[src/rtl/host_cmd_rx.sv]
// rtl/host_cmd_rx.sv - FT245 sync-FIFO command receiver: bus read arbitration and 4-byte frame parser
module host_cmd_rx #(
  parameter int TIMEOUT_CYCLES = 60000,
  parameter int AVG_LG_MAX     = 6,
  parameter int AVG_LG_RST     = 6
) (
  input  logic       clk,
  input  logic       rst_n,
  input  logic       ft_rxf_n,
  input  logic [7:0] ft_data,
  output logic       ft_oe_n,
  output logic       ft_rd_n,
  input  logic       tx_req,
  output logic       rx_busy,
  output logic       cmd_start,
  output logic       cmd_stop,
  output logic       running,
  output logic [2:0] cfg_avg_lg,
  output logic [1:0] cfg_out_sel,
  output logic [7:0] err_cnt
);

  localparam int TW = $clog2(TIMEOUT_CYCLES + 1);

  typedef enum logic [1:0] {B_IDLE, B_OE, B_RD} bus_state_e;
  typedef enum logic [1:0] {P_HDR, P_CMD, P_ARG, P_SUM} prs_state_e;

  bus_state_e    bus_q, bus_d;
  prs_state_e    prs_q, prs_d;
  logic          oe_n_q, oe_n_d, rd_n_q, rd_n_d;
  logic [TW-1:0] tmo_q, tmo_d;
  logic [7:0]    cmd_q, cmd_d, arg_q, arg_d;
  logic          exe_vld_q, exe_vld_d, exe_ok_q, exe_ok_d;
  logic          running_q, running_d, start_q, start_d, stop_q, stop_d;
  logic [2:0]    avg_q, avg_d;
  logic [1:0]    sel_q, sel_d;
  logic [7:0]    err_q, err_d;
  logic          byte_acc, tmo_err, cmd_err;

  assign byte_acc = ~rd_n_q & ~ft_rxf_n;

  // Strobes are registered from the next bus state so the pins change cleanly on the edge.
  always_comb begin
    bus_d  = bus_q;
    oe_n_d = 1'b1;
    rd_n_d = 1'b1;
    case (bus_q)
      B_IDLE: begin
        if (!ft_rxf_n && !tx_req) begin
          bus_d  = B_OE;
          oe_n_d = 1'b0;
        end
      end
      B_OE: begin
        bus_d  = B_RD;
        oe_n_d = 1'b0;
        rd_n_d = 1'b0;
      end
      B_RD: begin
        if (ft_rxf_n || tx_req) begin
          bus_d = B_IDLE;
        end else begin
          oe_n_d = 1'b0;
          rd_n_d = 1'b0;
        end
      end
      default: bus_d = B_IDLE;
    endcase
  end

  always_comb begin
    prs_d     = prs_q;
    tmo_d     = tmo_q;
    cmd_d     = cmd_q;
    arg_d     = arg_q;
    exe_vld_d = 1'b0;
    exe_ok_d  = 1'b0;
    tmo_err   = 1'b0;
    if (prs_q == P_HDR) begin
      tmo_d = '0;
      if (byte_acc && ft_data == 8'hA5) prs_d = P_CMD;
    end else if (byte_acc) begin
      tmo_d = '0;
      case (prs_q)
        P_CMD: begin
          cmd_d = ft_data;
          prs_d = P_ARG;
        end
        P_ARG: begin
          arg_d = ft_data;
          prs_d = P_SUM;
        end
        default: begin
          exe_vld_d = 1'b1;
          exe_ok_d  = (ft_data == (cmd_q ^ arg_q));
          prs_d     = P_HDR;
        end
      endcase
    end else if (tmo_q == TW'(TIMEOUT_CYCLES - 1)) begin
      prs_d   = P_HDR;
      tmo_d   = '0;
      tmo_err = 1'b1;
    end else begin
      tmo_d = tmo_q + TW'(1);
    end
  end

  // cmd_q/arg_q stay stable through the execute cycle: the next frame's CMD lands two edges later.
  always_comb begin
    running_d = running_q;
    start_d   = 1'b0;
    stop_d    = 1'b0;
    avg_d     = avg_q;
    sel_d     = sel_q;
    cmd_err   = 1'b0;
    if (exe_vld_q) begin
      if (!exe_ok_q) begin
        cmd_err = 1'b1;
      end else begin
        case (cmd_q)
          8'h01: if (!running_q) begin
            running_d = 1'b1;
            start_d   = 1'b1;
          end
          8'h02: if (running_q) begin
            running_d = 1'b0;
            stop_d    = 1'b1;
          end
          8'h03: if (!running_q && arg_q <= 8'(AVG_LG_MAX)) avg_d = arg_q[2:0];
                 else cmd_err = 1'b1;
          8'h04: if (!running_q && arg_q[7:2] == 6'd0) sel_d = arg_q[1:0];
                 else cmd_err = 1'b1;
          default: cmd_err = 1'b1;
        endcase
      end
    end
    err_d = ((cmd_err || tmo_err) && err_q != 8'hFF) ? err_q + 8'd1 : err_q;
  end

  always_ff @(posedge clk) begin
    if (!rst_n) begin
      bus_q     <= B_IDLE;
      prs_q     <= P_HDR;
      oe_n_q    <= 1'b1;
      rd_n_q    <= 1'b1;
      tmo_q     <= '0;
      cmd_q     <= 8'h00;
      arg_q     <= 8'h00;
      exe_vld_q <= 1'b0;
      exe_ok_q  <= 1'b0;
      running_q <= 1'b0;
      start_q   <= 1'b0;
      stop_q    <= 1'b0;
      avg_q     <= 3'(AVG_LG_RST);
      sel_q     <= 2'd3;
      err_q     <= 8'h00;
    end else begin
      bus_q     <= bus_d;
      prs_q     <= prs_d;
      oe_n_q    <= oe_n_d;
      rd_n_q    <= rd_n_d;
      tmo_q     <= tmo_d;
      cmd_q     <= cmd_d;
      arg_q     <= arg_d;
      exe_vld_q <= exe_vld_d;
      exe_ok_q  <= exe_ok_d;
      running_q <= running_d;
      start_q   <= start_d;
      stop_q    <= stop_d;
      avg_q     <= avg_d;
      sel_q     <= sel_d;
      err_q     <= err_d;
    end
  end

  assign ft_oe_n     = oe_n_q;
  assign ft_rd_n     = rd_n_q;
  assign rx_busy     = ~oe_n_q;
  assign cmd_start   = start_q;
  assign cmd_stop    = stop_q;
  assign running     = running_q;
  assign cfg_avg_lg  = avg_q;
  assign cfg_out_sel = sel_q;
  assign err_cnt     = err_q;

endmodule

[config.mk]
export PLATFORM = sky130hd
export DESIGN_NAME = host_cmd_rx
export DESIGN_NICKNAME = d
export VERILOG_FILES = /design/src/rtl/host_cmd_rx.sv
export SDC_FILE = /design/constraint.sdc
export NUM_CORES = 1
export LEC_CHECK = 0
export CELL_PAD_IN_SITES_DETAIL_PLACEMENT = 0
export CELL_PAD_IN_SITES_GLOBAL_PLACEMENT = 1
export CORE_UTILIZATION = 40
export CTS_BUF_LIST = sky130_fd_sc_hd__clkbuf_8
export CTS_CLUSTER_DIAMETER = 80
export DETAILED_ROUTE_END_ITERATION = 10
export HOLD_SLACK_MARGIN = 0.15
export PLACE_DENSITY_LB_ADDON = 0.15
export SYNTH_ARGS = -nofsm -noshare
export SYNTH_HDL_FRONTEND = slang
export SYNTH_SLANG_ARGS = --single-unit
export TNS_END_PERCENT = 100
[constraint.sdc]
create_clock -name clk -period 3.8 [get_ports clk]
set_input_delay 0.57 -clock clk [delete_from_list [all_inputs] [get_ports clk]]
set_output_delay 0.57 -clock clk [all_outputs]
set_load 0.01 [all_outputs]
* After elaboration in Yosys (flattened, before gate mapping)
Cells that the tools add are included.
** Operators by class
- Add/subtract/negate cells :: 2
- $lt $le $gt $ge :: 1
- Equal/unequal tests :: 15
- Multiplexer cells :: 24
- Bitwise logic cells :: 8
- Reductions and logical operators :: 29
** Operators by type and width (number)
- $add 16x1->16 const B :: 1
- $eq 16x16->1 const B :: 1
- $eq 8x2->1 const B :: 2
- $reduce_and 4->1 :: 4
- $mux 1 :: 12
- $mux 2 :: 6
- $reduce_and 3->1 :: 3
- $add 8x1->8 const B :: 1
- $eq 8x1->1 const B :: 1
- $eq 8x3->1 const B :: 1
- $eq 8x8->1 :: 1
- $eq 8x8->1 const B :: 1
- $le 8x3->1 const B :: 1
- $ne 8x8->1 const B :: 1
- $xor 8x8->8 :: 1
- $logic_not 6->1 :: 1
- $not 1->1 :: 6
- $pmux 1 s3 :: 2
- $pmux 2 s3 :: 1
- $logic_and 1x1->1 :: 5
- $reduce_or 5->1 :: 1
- $eq 2x1->1 const B :: 2
- $eq 2x2->1 const B :: 2
- $logic_not 2->1 :: 2
- other kinds (13) :: 20
** Word-level totals
- Bits in registers :: 56
- Bits of input ports :: 12
- Word-level logic and storage cells :: 94

* Longest topological paths before layout
Gate-level depths: netlist of the first run.
- Depth after elaboration :: 8
- Gate-level depth with buffers :: 7

* Least setup slack after synthesis of the first run
Ideal clock, no wire load.
- Path type :: reg-to-reg
- Start :: reg tmo_q[10]
- End :: reg err_q[7], in the netlist err_cnt[7]
- Arrival :: 1.730 ns
- Required time :: 3.728 ns
- Path slack :: 1.999 ns
- Cell stages (with the launch flop) :: 7
- Buffers on the path :: 0
- Period minus slack after synthesis :: 1.801 ns
- Cell sequence :: dfxtp_1 or4b_4 nor4_4 a22oi_2 o21ai_2 and4_1 mux2i_1
** Between the ends
- Longest elaborated chain between the ends :: 6
** RTL lines
- start: declaration :: RTL line 31 : logic [TW-1:0] tmo_q, tmo_d;
- start signal: assignment :: RTL line 162 : tmo_q <= tmo_d;
- $eq 16x16->1 :: RTL line 99 : end else if (tmo_q == TW'(TIMEOUT_CYCLES - 1)) begin
- $mux 1 :: RTL line 99
- $mux 1 :: RTL line 82 : end else if (byte_acc) begin
- $mux 1 :: RTL line 79 : if (prs_q == P_HDR) begin
- $logic_or 1x1->1 :: RTL line 137 : err_d = ((cmd_err || tmo_err) && err_q != 8'hFF) ? err_q + 8'd1 : err_q;
- $logic_and 1x1->1 :: RTL line 137
- end signal: assignment :: RTL line 172 : err_q <= err_d;
- end: declaration :: RTL line 37 : logic [7:0] err_q, err_d;
Every way passes these cells.
A chain may end at the register's enable or synchronous reset.

* Worst setup path in the final report of the first run
- Start :: in rst_n
- End :: reg tmo_q[2]
** Between the ends
- Longest elaborated chain between the ends :: 2
** RTL lines
- start: declaration :: RTL line 8 : input logic rst_n,
- $not 1->1 (no source line)
- $reduce_or 4->1 (no source line)
Every way passes these cells.

==> results of run 1 <==
layout make-up:
class	instances	area [um2]	share of cell area, %
flip-flops and latches	56	1121	36.14
clock inverters	3	38.79	1.251
inverters	9	33.78	1.089
repair buffers	31	307.8	9.923
well taps	77	96.34	3.106
multi-input cells	232	1435	46.27
clock buffers	5	68.82	2.219
stage by stage:
step	power [W]	std cells	utilization [%]	hold WS, ns	cell area (um2)
floorplan	0.0006235	308	-	0.4297	2633
global placement	0.0006473	405	47.15	0.4450	2994
detailed placement	0.0006473	405	47.15	0.4513	2994
CTS	0.001030	413	48.85	0.4759	3102
global route	0.001058	413	48.85	0.4997	3102
finish	0.001016	413	48.85	0.4683	3102
where the power goes:
part / internal, W / total [W] / leakage (nW) / switching, W
logic: 0.0000239 / 0.0000447 / 0.586 / 0.0000208
registers: 0.000588 / 0.000589 / 0.451 / 0.000000858
clock network: 0.000193 / 0.000382 / 0.0593 / 0.000189
sequential cells by signal (all words and copies together), names as in the netlist:
| name | cells |
|---|---|
| cmd_stop | 1 |
| exe_vld_q | 1 |
| cmd_start | 1 |
| bus_q | 2 |
| cfg_avg_lg | 3 |
| ft_rd_n | 1 |
| exe_ok_q | 1 |
| running | 1 |
| cmd_q | 8 |
| cfg_out_sel | 2 |
| prs_q | 2 |
| tmo_q | 16 |
| ft_oe_n | 1 |
| arg_q | 8 |
| err_cnt | 8 |
worst max-delay path, cell delays in order:
cell	delay (ns)
clkdlybuf4s50_1	1.03
nand3b_1	0.63
nor2_1	0.24
cell families after synthesis:
group	synth area share (%)
AND/OR/NAND/NOR	29.42
XOR/XNOR	9.981
flip-flops	42.59
multiplexers	4.183
AO/OA/AOI/OAI	8.080
adder cells (fa/ha/maj)	2.852
buffers and inverters	2.899
cells in the mapped netlist, types with 4 or more instances:
cell,number
xor2_1,9
nand2b_1,6
nor3_1,6
nor4_1,4
ha_1,6
mux2i_1,11
a21oi_1,4
o21ai_0,4
nand4_1,4
nand2_1,60
dfxtp_1,56
nor2_1,31
nand3b_1,4
and3_1,6
xnor2_1,21
nand3_1,14
a21boi_0,17
clkbuf_1,10
inv_1,9
path summary, 6_finish.rpt:
check	from	slack [ns]	endpoint	cells past startpoint
worst min-delay path	tmo_q[0]$_SDFF_PP0_	0.47	tmo_q[0]$_SDFF_PP0_	1
worst min register to register	tmo_q[0]$_SDFF_PP0_	0.47	tmo_q[0]$_SDFF_PP0_	1
worst max register to register	cmd_q[7]$_SDFFE_PN0P_	1.65	cfg_avg_lg[2]$_SDFFE_PN1P_	5
worst max-delay path	rst_n	1.56	tmo_q[2]$_SDFF_PP0_	3
per-layer routing:
layer  up-vias  wire length, um  track usage [%]
met5         -                0                0
li1       1089                -                -
met4         0               67            5.016
met1       928             2830            23.61
met3         5              136            2.982
met2        30             2267            24.07
==> results.json, run 1 <==
{
  "synth-edff-count": 0,
  "fin_ws_ns": 1.555,
  "grt_pass1_vias": 1892,
  "fp.dieW_um": 83.13,
  "async_reset_ff_share_pct": 0,
  "cts_tree": "built",
  "cp_max_fo": 25,
  "grt_max_degree": 26,
  "cap_violations": 0,
  "p_per_area_nw_per_um2": 327.4,
  "cts_setup_buffers": 0,
  "coreArea_um2": 6350,
  "max_freq_mhz": 445.5,
  "place_congestion": 0.7882,
  "synth_cells": 308,
  "peakVddDrop_mv": 0.1662,
  "place_ws_ns": 1.194,
  "cts-resized-gates": 0,
  "cts_sinks": 56,
  "ys_warn_count": 0,
  "required_ns": 4.03,
  "cts_root_buf": "clkbuf_8",
  "cts.path.max_buffers": 2,
  "cp-end-kind": "flop",
  "slew_headroom_pct": 42.44,
  "wl_per_cell_um": 12.84,
  "antenna_found_initial": 0,
  "synth_ff_type": "dfxtp_1",
  "final_common_cell": "nand2_1",
  "die_h_um": 83.13,
  "yosysTopAreaCell": "dfxtp_1",
  "syn2layout_area_growth_pct": 17.82,
  "start_kind": "input port",
  "vias": 2052,
  "drt-initial-drc-count": 88,
  "grt_first_pass_wirelength_mm": 9.114,
  "tightest_slew_ns": 0.8606,
  "p_leak_nw": 1.097,
  "syn_area_um2": 2633,
  "ant_nets": 0,
  "nFillCells": 647,
  "cts_buffers": 5,
  "die_area_um2": 6910,
  "clk_latency_ns": 0.31,
  "rows": 29,
  "drt_wl_total_mm": 5.302,
  "io_pins": 31,
  "place_hpwl_mm": 3.767,
  "status": "finished clean",
  "ctsHoldBuffers": 0,
  "netlist_top_cells_area": "dfxtp_1 (43%), nand2_1 (8.6%), xnor2_1 (7.0%)",
  "ys_seq_area_share_pct": 42.59,
  "drive_above_1_share_pct": 3.869,
  "grt_setup_unrepaired": "no",
  "final_cell_mix": "nand2_1 (60), dfxtp_1 (56), nor2_1 (31)",
  "synth.net_count": 326,
  "drc": 0,
  "htreeDepth": 2,
  "slew_violations": 0,
  "fin_skew_ns": 0.006102,
  "port_buffers": 30,
  "final_nets": 353,
  "yosysTopAreaCellShare_pct": 42.59,
  "ys_ff_latch": 56,
  "ys_types": 37,
  "setup_viol_count_final": 0,
  "final.setup.tns_ns": 0,
  "vias_per_cell": 4.969,
  "hold_viol": 0,
  "layout_worst_path_cycle_share_pct": 59.07,
  "worstSetupPathType": "in2reg",
  "avgSynthCellArea_um2": 8.547,
  "critPathArrivalTime_ns": 2.48,
  "n_antenna_cell": 0,
  "clkTransAtPathRegs_ns": 0.10,
  "initial_core_util_pct": 41.46,
  "gr-total-overflow": 0,
  "grt_use_total_pct": 16.16,
  "fin_crit_ns": 2.245,
  "hold_class": "reg2reg",
  "drt-pass1-iter-count": 4
}
Power figures use the tool's default switching activity.
==> run 2, diff against run 1 <==
==> constraint.sdc (replaced) <==
create_clock -name clk -period 2.2 [get_ports clk]
set_input_delay 0.33 -clock clk [delete_from_list [all_inputs] [get_ports clk]]
set_output_delay 0.33 -clock clk [all_outputs]
set_load 0.01 [all_outputs]
==> run 2 against run 1 <==
Against the previous run:
- clock power grew 78%
- global-route usage grew 1.1 points
- core utilization is 1.6 points higher
- clock skew grew 0.0065 ns
- flip-flop and latch count did not move
- first-iteration DRC count is 26% higher
- wire length is 4.9% higher
- register-to-register slack lost 1.5 ns
- hold slack gained 0.0056 ns
- sequential power grew 73%
- critical path type is now reg2reg
- largest cell class unchanged
==> results.json, run 2 (same netlist as run 1, synthesis figures left out) <==
{
  "status": "finished clean",
  "p_per_area_nw_per_um2": 554.4,
  "worstSetupPathType": "reg2reg",
  "cts_buffers": 5,
  "io_pins": 31,
  "initial_core_util_pct": 41.46,
  "n_antenna_cell": 0,
  "fin_skew_ns": 0.01261,
  "finalPower_w": 0.001777,
  "largest_reg_flops": 16,
  "drive_above_1_share_pct": 7.471,
  "wl_per_cell_um": 13.09,
  "p_switching_w": 0.0003841,
  "port_buffers": 30,
  "drt_wl_total_mm": 5.564,
  "cts.path.max_buffers": 2,
  "min_path_cells": 1,
  "combPwrFrac_pct": 4.5,
  "cts_root_buf": "clkbuf_8",
  "syn2layout_area_growth_pct": 21.77,
  "grt_pass1_vias": 1989,
  "start_kind": "flop",
  "cap_violations": 0,
  "gr-total-overflow": 0,
  "drt-initial-drc-count": 111,
  "peakVddDrop_mv": 0.3278,
  "grt_setup_unrepaired": "no",
  "final_cell_mix": "nand2_1 (60), dfxtp_1 (56), nor2_1 (31)",
  "tightest_slew_ns": 0.4342,
  "placed_cells": 415,
  "vias": 2128,
  "max_freq_mhz": 490.8,
  "ff2ff_setup_slack_ns": 0.16,
  "p_leak_nw": 1.161,
  "fp.dieW_um": 83.13,
  "ant_nets": 0,
  "final_common_cell": "nand2_1",
  "clkTransAtPathRegs_ns": 0.10,
  "coreArea_um2": 6350,
  "rows": 29,
  "cts_sinks": 56,
  "cp-end-kind": "flop",
  "grt_use_total_pct": 17.23,
  "stdcell_count": 425,
  "layout_worst_path_cycle_share_pct": 92.61,
  "hold_viol": 0,
  "critPathArrivalTime_ns": 2.29,
  "fin_crit_ns": 2.037,
  "drt-pass1-iter-count": 4,
  "clk_latency_ns": 0.31,
  "swShare_pct": 21.61,
  "seqPwrFrac_pct": 57.2,
  "largest-register": "tmo_q",
  "htreeDepth": 2,
  "final.setup.tns_ns": 0,
  "cts_tree": "built",
  "cp_max_fo": 9,
  "required_ns": 2.45,
  "die_h_um": 83.13,
  "antenna_found_initial": 0,
  "die_area_um2": 6910,
  "p_int_w": 0.001393,
  "setup_viol_count_final": 0,
  "slew_violations": 0,
  "nFillCells": 614,
  "place_congestion": 0.7837,
  "vias_per_cell": 5.007,
  "hold_class": "reg2reg",
  "p_clk_share_pct": 38.3,
  "drc": 0,
  "worst-r2r-cell-count": 6,
  "grt_first_pass_wirelength_mm": 9.625,
  "ctsHoldBuffers": 0,
  "grt_max_degree": 25,
  "final_nets": 365,
  "place_hpwl_mm": 4.033,
  "slew_headroom_pct": 70.79
}
[run 2: cell types whose count changed in the layout (fill, tap and decap cells not counted), sizes merged]
cell	previous run	this run
buf	1	13
[run 2: area by class of cell]
class / instances / area (um2) / share of cell area (%)
repair buffers: 43 / 397.9 / 12.41
clock buffers: 5 / 68.82 / 2.147
clock inverters: 3 / 38.79 / 1.210
inverters: 9 / 33.78 / 1.054
well taps: 77 / 96.34 / 3.005
multi-input cells: 232 / 1449 / 45.20
flip-flops and latches: 56 / 1121 / 34.97
[run 2: repair_timing]
action,in CTS,in global routing
resized for setup,0,2
setup buffers,0,2
setup endpoints to repair,0,2
[run 2: routing by layer]
metal | GRT usage [%] | share of wire, % | vias to the layer above
met5 | 0 | 0 | -
met4 | 4.702 | 1.1 | 0
met3 | 2.982 | 3.1 | 6
met2 | 25.86 | 42 | 31
met1 | 25.33 | 53 | 978
li1 | - | - | 1113
[run 2: power groups by stage]
| stage | clock network, W | logic (W) | registers, W |
|---|---|---|---|
| 2_1_floorplan | 0 | 0.0000362 | 0.00104 |
| 3_3_place_gp | 0 | 0.0000804 | 0.00104 |
| 3_5_place_dp | 0 | 0.0000804 | 0.00104 |
| 4_1_cts | 0.000693 | 0.0000808 | 0.00102 |
| 5_1_grt | 0.000742 | 0.0000869 | 0.00102 |
| 6_report | 0.000680 | 0.0000802 | 0.00102 |
[run 2: worst paths after layout]
check                                          endpoint            startpoint
worst max-delay path            err_cnt[7]$_SDFFE_PN0P_  tmo_q[10]$_SDFF_PP0_
worst min register to register      tmo_q[0]$_SDFF_PP0_   tmo_q[0]$_SDFF_PP0_
worst max register to register  err_cnt[7]$_SDFFE_PN0P_  tmo_q[10]$_SDFF_PP0_
worst min-delay path                tmo_q[0]$_SDFF_PP0_   tmo_q[0]$_SDFF_PP0_
[run 2: critical path, stage by stage (launching register included)]
cell	delay [ns]
dfxtp_1	0.37
or4b_4	0.54
nor4_4	0.40
a22oi_2	0.12
o21ai_4	0.13
and4_1	0.24
mux2i_1	0.17
[run 2: metrics by stage]
stage | worst slack, ns | instance area [um2] | util, % | hold WS (ns)
after floorplan | 0.3986 | 2633 | - | 0.4297
after global placement | 0.1778 | 3069 | 48.34 | 0.4412
after detailed placement | 0.1344 | 3069 | 48.34 | 0.4550
after CTS | 0.1483 | 3177 | 50.03 | 0.4771
after global routing | 0.003979 | 3206 | 50.48 | 0.5094
final | 0.1625 | 3206 | 50.48 | 0.4739
==> run 3, diff against run 2 <==
--- a/config.mk
+++ b/config.mk
@@ -13,6 +13,7 @@
 export DETAILED_ROUTE_END_ITERATION = 10
 export HOLD_SLACK_MARGIN = 0.15
 export PLACE_DENSITY_LB_ADDON = 0.15
+export SETUP_SLACK_MARGIN = 0.2
 export SYNTH_ARGS = -nofsm -noshare
 export SYNTH_HDL_FRONTEND = slang
 export SYNTH_SLANG_ARGS = --single-unit
==> run 3 against run 2 <==
Against the previous run:
- sequential share of layout area down 0.46 points
- largest cell class unchanged
- clock skew barely moved
- hold slack worse by 0.00089 ns
==> results.json, run 3 (same netlist as run 1, synthesis figures left out) <==
{
  "status": "finished clean",
  "min_path_cells": 1,
  "multi_input_area_um2": 1463,
  "cap_violations": 0,
  "min-delay-start": "tmo_q[0]$_SDFF_PP0_",
  "grt_use_total_pct": 17.29,
  "ff2ff_setup_slack_ns": 0.20,
  "largest_reg_flops": 16,
  "p_switching_w": 0.0003831,
  "drt-pass1-iter-count": 4,
  "slew_violations": 0,
  "cp_slowest_cell": "or4b_4",
  "drt-initial-drc-count": 107,
  "ctsHoldBuffers": 0,
  "swShare_pct": 21.57,
  "fp.dieW_um": 83.13,
  "antenna_found_initial": 0,
  "p_leak_nw": 1.189,
  "fin_ws_ns": 0.2027,
  "fin_crit_ns": 1.997,
  "port_buffers": 30,
  "final_nets": 369,
  "worst_r2r_endpoint": "err_cnt[0]$_SDFFE_PN0P_",
  "p_per_area_nw_per_um2": 545.6,
  "critPathArrivalTime_ns": 2.21,
  "vias": 2147,
  "tightest_slew_ns": 0.3912,
  "hold-path-endpoint": "tmo_q[0]$_SDFF_PP0_",
  "seqPwrFrac_pct": 57.2,
  "place_ws_ns": 0.1344,
  "gr-total-overflow": 0,
  "final_common_cell": "nand2_1",
  "combPwrFrac_pct": 4.5,
  "initial_core_util_pct": 41.46,
  "hold_class": "reg2reg",
  "timing.rr.start": "tmo_q[10]$_SDFF_PP0_",
  "p_int_w": 0.001393,
  "grt_first_pass_wirelength_mm": 9.653,
  "slowest_delay_ns": 0.53,
  "path_cells": "or4b_4, nor4_4, a22oi_2, o21ai_4, buf_4, nand2_1, mux2i_1",
  "cp-end-kind": "flop",
  "grt_pass1_vias": 2006,
  "drc": 0,
  "fin_skew_ns": 0.01224,
  "nFillCells": 617,
  "grt_setup_unrepaired": "yes",
  "syn2layout_area_growth_pct": 23.67,
  "die_area_um2": 6910,
  "clk_latency_ns": 0.31,
  "wl_per_cell_um": 13.14,
  "start_kind": "flop",
  "cts_sinks": 56,
  "drive_above_1_share_pct": 9.943,
  "final.setup.tns_ns": 0,
  "vias_per_cell": 5.005,
  "cts_root_buf": "clkbuf_8",
  "p_clk_share_pct": 38.2,
  "rows": 29,
  "layout_worst_path_cycle_share_pct": 90.79,
  "max_freq_mhz": 500.7,
  "cts_tree": "built",
  "grt_max_degree": 25,
  "seqCellArea_um2": 1124,
  "n_antenna_cell": 0,
  "final_cell_mix": "nand2_1 (60), dfxtp_1 (54), nor2_1 (31)",
  "peakVddDrop_mv": 0.3310,
  "cts_buffers": 5,
  "ant_nets": 0,
  "clkTransAtPathRegs_ns": 0.10,
  "stdcell_count": 429,
  "dpl_cell_area_um2": 3069,
  "largest-register": "tmo_q",
  "setup_viol_count_final": 0,
  "place_hpwl_mm": 4.033,
  "placed_cells": 415,
  "drt_wl_total_mm": 5.635,
  "cts.path.max_buffers": 2,
  "hold_viol": 0,
  "required_ns": 2.41,
  "worst-r2r-cell-count": 7,
  "io_pins": 31,
  "fin_area_um2": 3256,
  "die_h_um": 83.13,
  "place_congestion": 0.7837,
  "cp_max_fo": 5,
  "slew_headroom_pct": 73.58,
  "worstSetupPathType": "reg2reg",
  "htreeDepth": 2,
  "coreArea_um2": 6350
}
run 3: power by group through the flow:
stage	Combinational, W	Clock [W]	Sequential (W)
global route	0.0000871	0.000742	0.00102
global placement	0.0000804	0	0.00104
CTS	0.0000808	0.000693	0.00102
floorplan	0.0000362	0	0.00104
detailed placement	0.0000804	0	0.00104
finish	0.0000803	0.000679	0.00102
run 3: stage by stage:
stage	hold slack (ns)	util (%)	total power, W
after floorplan	0.4297	-	0.001077
after global routing	0.5089	51.27	0.001847
after CTS	0.4771	50.48	0.001791
final	0.4730	51.27	0.001776
after global placement	0.4412	48.34	0.001121
after detailed placement	0.4550	48.34	0.001121
run 3: layout make-up:
cell class,instances,share of cell area [%]
multi-input combinational,232,44.93
tap,77,2.959
timing repair buffer,47,13.26
clock inverter,3,1.191
inverter,9,1.038
sequential,56,34.51
clock buffer,5,2.114
run 3: how the worst max path moves through the flow:
stage	startpoint	endpoint	slack, ns	depth (start not counted)
global route	tmo_q[12]$_SDFF_PP0_	err_cnt[7]$_SDFFE_PN0P_	0.07	6
finish	tmo_q[10]$_SDFF_PP0_	err_cnt[0]$_SDFFE_PN0P_	0.20	7
floorplan	tmo_q[10]$_SDFF_PP0_	err_cnt[7]$_SDFFE_PN0P_	0.40	6
global placement	ft_rxf_n	err_cnt[7]$_SDFFE_PN0P_	0.18	7
detailed placement	ft_rxf_n	err_cnt[7]$_SDFFE_PN0P_	0.13	7
CTS	tmo_q[6]$_SDFF_PP0_	err_cnt[7]$_SDFFE_PN0P_	0.17	6
run 3: worst max-delay path: cells and delay by family (launching register included):
family | cells | cell delay, ns
AOI/OAI and AO/OA | 2 | 0.23
buffers and inverters | 1 | 0.15
DFF | 1 | 0.36
muxes | 1 | 0.13
and+or+nand+nor | 3 | 1.01
run 3: repair_timing:
item,4_1_cts,5_1_grt
gates resized for setup,2,6
pin swaps,1,3
setup endpoints to repair,4,29
buffers inserted,2,4
run 3: metal layers:
metal  share of wire, %  track usage (%)  up-vias
li1                   -                -     1121
met1                 53            25.14      989
met2                 43            26.30       31
met3                2.8            2.982        6
met4                1.1            4.702        0
met5                  0                0        -
==> RTL edit 1: new RTL, config.mk and constraints of run 1 <==
`TIMEOUT_CYCLES`: 60000 -> 30000.
--- a/src/rtl/host_cmd_rx.sv
+++ b/src/rtl/host_cmd_rx.sv
@@ -1,5 +1,5 @@
 // rtl/host_cmd_rx.sv - FT245 sync-FIFO command receiver: bus read arbitration and 4-byte frame parser
 module host_cmd_rx #(
-  parameter int TIMEOUT_CYCLES = 60000,
+  parameter int TIMEOUT_CYCLES = 30000,
   parameter int AVG_LG_MAX     = 6,
   parameter int AVG_LG_RST     = 6
Function: same outputs for any inputs over 10 cycles, from zero or initial values and one cycle with rst_n low; that may be too few to reach the edited logic, so the function may still have changed.
==> RTL edit 1 against run 1 <==
  * Register-to-register slack better by 0.06 ns
  * Routed wire length down 1.3%
  * Synthesized area down 1.0%
  * Cell area down 1.2%
  * Cell count down 1.7%
  * Total power down 5.4%
  * Largest cell class unchanged
  * Sequential cell count down 1
  * Setup slack better by 0.16 ns
==> RTL edit 1: results <==
set metrics [dict create \
    grt_pass1_vias 1846 \
    ys_warn_count 0 \
    vdd_drop_max_mv 0.1469 \
    leakagePower_nw 1.065 \
    yosys-top-cells-area "dfxtp_1, nand2_1, xnor2_1, a21boi_0, nor2_1" \
    portBuffers 30 \
    route.layer.met1.wl_mm 2.761 \
    postPlaceCellArea_um2 2965 \
    outcome "finished clean" \
    drive_gt1_frac 0.04863 \
    grt_pass1_wl_mm 8.687 \
    maxSlewHeadroom 0.5931 \
    clk-power_mw 0.339 \
    skew_ns 0.008145 \
    routed_wl_mm 5.235 \
    drtIter0Drc 65 \
    met1_usage 0.2308 \
    pg_comb_mw 0.0429 \
    yosysSeqAreaShare 0.4225 \
    synth_compound_area_frac 0.1018 \
    place_congestion 0.7607 \
    nFillCells 655 \
    p_seq_mw 0.578 \
    switching_share 0.2192 \
    num_antenna_cells 0 \
    global_route.usage.met3 0.03626 \
    clk_path_buf_depth 2 \
    cts_setup_buffers 0 \
    grt_max_degree 43 \
    synth_fa_ha_area_frac 0.02880 \
    syn-num-nets 318 \
    synth.top_cells.by_count "nand2_1, dfxtp_1, nor2_1" \
    arrival_ns 2.30 \
    synth_mux_area_frac 0.03120 \
    use_met2 0.2664 \
    nNetsFinal 346 \
    synth_xor_area_frac 0.1008 \
    crit_path_max_fanout 10 \
    via_count 2001 \
    route.met2.wl_mm 2.316 \
    largest_register_ffs 15 \
    dp_hpwl_mm 3.764 \
    wl_met3_um 117 \
    grt_usage 0.1681 \
    ys_types 42 \
]
[RTL edit 1: changes by cell type in the layout (fill, tap and decap cells not counted), sizes merged, moves of 3 or more]
cell,before,now
nand2b,6,3
and3,6,3
nand3b,4,1
mux2i,11,7
nor2,31,26
[RTL edit 1: kinds of logic (layout without fill, tap and decap cells)]
group,after synthesis,after routing
compound gates,35,35
simple gates,146,146
buf+inv,20,49
flops,55,55
mux,8,8
xor+xnor,30,30
fa+ha+maj,6,6
[RTL edit 1: through the flow]
stage	worst slack [ns]	std cells
detailed placement	1.459	398
global route	1.542	406
global placement	1.493	398
finish	1.711	406
CTS	1.721	406
floorplan	1.914	300
[RTL edit 1: worst max-delay path, stage by stage (launching register included)]
cell and delay, ns:
dfxtp_1 0.39, nor4_1 0.59, a31oi_1 0.18, o21ai_1 0.32, a21boi_4 0.15, and3_1 0.19
o21a_1 0.16
[RTL edit 1: layout make-up]
type	instances	area, µm²	share of cell area
multi-input cells	225	1423	0.4643
flip-flops and latches	55	1101	0.3593
repair buffers	31	307.8	0.1004
well taps	77	96.34	0.03144
clock buffers	6	82.58	0.02695
inverters	10	37.54	0.01225
clock inverters	2	16.27	0.005308
[RTL edit 1: worst paths after layout]
check                                     startpoint                      end  slack [ns]  cells past startpoint
worst min-delay path             tmo_q[0]$_SDFF_PP0_      tmo_q[0]$_SDFF_PP0_        0.47                      1
worst max register to register  running$_SDFFE_PN0P_  err_cnt[7]$_SDFFE_PN0P_        1.71                      6
worst max-delay path            running$_SDFFE_PN0P_  err_cnt[7]$_SDFFE_PN0P_        1.71                      6
worst min register to register   tmo_q[0]$_SDFF_PP0_      tmo_q[0]$_SDFF_PP0_        0.47                      1
==> RTL edit 2: new RTL, flow settings as in run 1 <==
Made on the original files. Reset style: asynchronous (`rst_n`), changed in one clocked block.
--- a/src/rtl/host_cmd_rx.sv
+++ b/src/rtl/host_cmd_rx.sv
@@ -138,5 +138,5 @@
   end
 
-  always_ff @(posedge clk) begin
+  always_ff @(posedge clk or negedge rst_n) begin
     if (!rst_n) begin
       bus_q     <= B_IDLE;
Check against the original RTL: differs if rst_n is asserted again (counterexample within 4 cycles, from zero or initial values and one cycle with rst_n low); with rst_n held inactive, the same outputs for 10 cycles.
==> RTL edit 2 against run 1 <==
  * The flow now finishes with violations (design-rule violations)
  * Sequential cell count unchanged
  * Routed wire length shrank 2.7%
  * Clock skew shrank 0.0028 ns
  * Setup slack got worse by 0.19 ns
  * Synthesized area rose by 3.5%
  * Cell area grew 3.1%
Power is not compared: it rests on default switching activity, and its combinational part moved more than twofold at a synthesized area within 25%.
==> RTL edit 2: results <==
set metrics [dict create \
    drive_gt1_frac 0.1828 \
    grt_pass1_vias 1794 \
    grt_usage 0.1588 \
    violations "design-rule violations" \
    global_route.usage.met3 0.03343 \
    grt_max_degree 43 \
    synth.top_cells.by_count "dfrtp_1, xnor2_1, nor2_1" \
    worstMarginPinSlew_ns 0.9502 \
    met1_usage 0.2257 \
    synthArstFlopShare 1.000 \
    yosysSeqAreaShare 0.5170 \
    drc 4 \
    nNetsFinal 285 \
    arrival_ns 2.63 \
    hold_class "in -> async" \
    outcome "finished with violations" \
    dp_hpwl_mm 3.729 \
    viasPerCell 5.272 \
    crit_slowest_cell "or4_4" \
    postPlaceCellArea_um2 3108 \
    netlist_instances 233 \
    grt_pass1_wl_mm 8.852 \
    post-place-ws_ns 1.369 \
    dr.pass1.iters 9 \
    wire_per_inst_um 14.95 \
    finalNonFillerCells 345 \
    skew_ns 0.003267 \
    yosys-top-cells-area "dfrtp_1, mux2_2, xnor2_1, dfstp_2, nor2_1" \
    drtIter0Drc 85 \
    ys_types 45 \
]
-- RTL edit 2: kinds of logic after synthesis --
logic type | synth area share
compound gates | 0.04913
xor+xnor | 0.1061
fa+ha+maj | 0.02755
buf+inv | 0.01285
flops | 0.5170
mux | 0.09091
simple gates | 0.1965
-- RTL edit 2: worst reg2reg max path, delay by kind of cell (launching register included) --
kind | cells | cell delay, ns
and+or+nand+nor | 3 | 1.05
muxes | 1 | 0.36
AOI/OAI and AO/OA | 1 | 0.28
DFF | 1 | 0.40
adders and majority gates | 1 | 0.24
-- RTL edit 2: area by class of cell --
type                    instances  area, µm²  share of cell area
flip-flops and latches         56       1409              0.4405
multi-input cells             168       1281              0.4006
inverters                       5      18.77            0.005869
clock buffers                   6      82.58             0.02582
repair buffers                 31      302.8             0.09468
well taps                      77      96.34             0.03013
clock inverters                 2      7.507            0.002347
-- RTL edit 2: path summary, 6_finish.rpt --
kind                                                to  slack (ns)                 start
worst max-delay path            err_cnt[1]$_DFFE_PN0P_        1.37    tmo_q[0]$_DFF_PN0_
worst min-delay path                tmo_q[3]$_DFF_PN0_        0.39                 rst_n
worst max register to register  err_cnt[1]$_DFFE_PN0P_        1.37    tmo_q[0]$_DFF_PN0_
worst min register to register    bus_q[0]$_DFFE_PN0P_        0.47  bus_q[0]$_DFFE_PN0P_
max in group asynchronous            ft_oe_n$_DFF_PN1_        2.59                 rst_n
min in group clk                  bus_q[0]$_DFFE_PN0P_        0.47  bus_q[0]$_DFFE_PN0P_
-- RTL edit 2: power groups by stage --
stage / sequential, mW / combinational (mW) / clock [mW]
finish: 0.783 / 0.384 / 0.332
global route: 0.800 / 0.429 / 0.365
CTS: 0.784 / 0.389 / 0.346
detailed placement: 0.795 / 0.387 / 0
global placement: 0.792 / 0.384 / 0
floorplan: 0.779 / 0.263 / 0
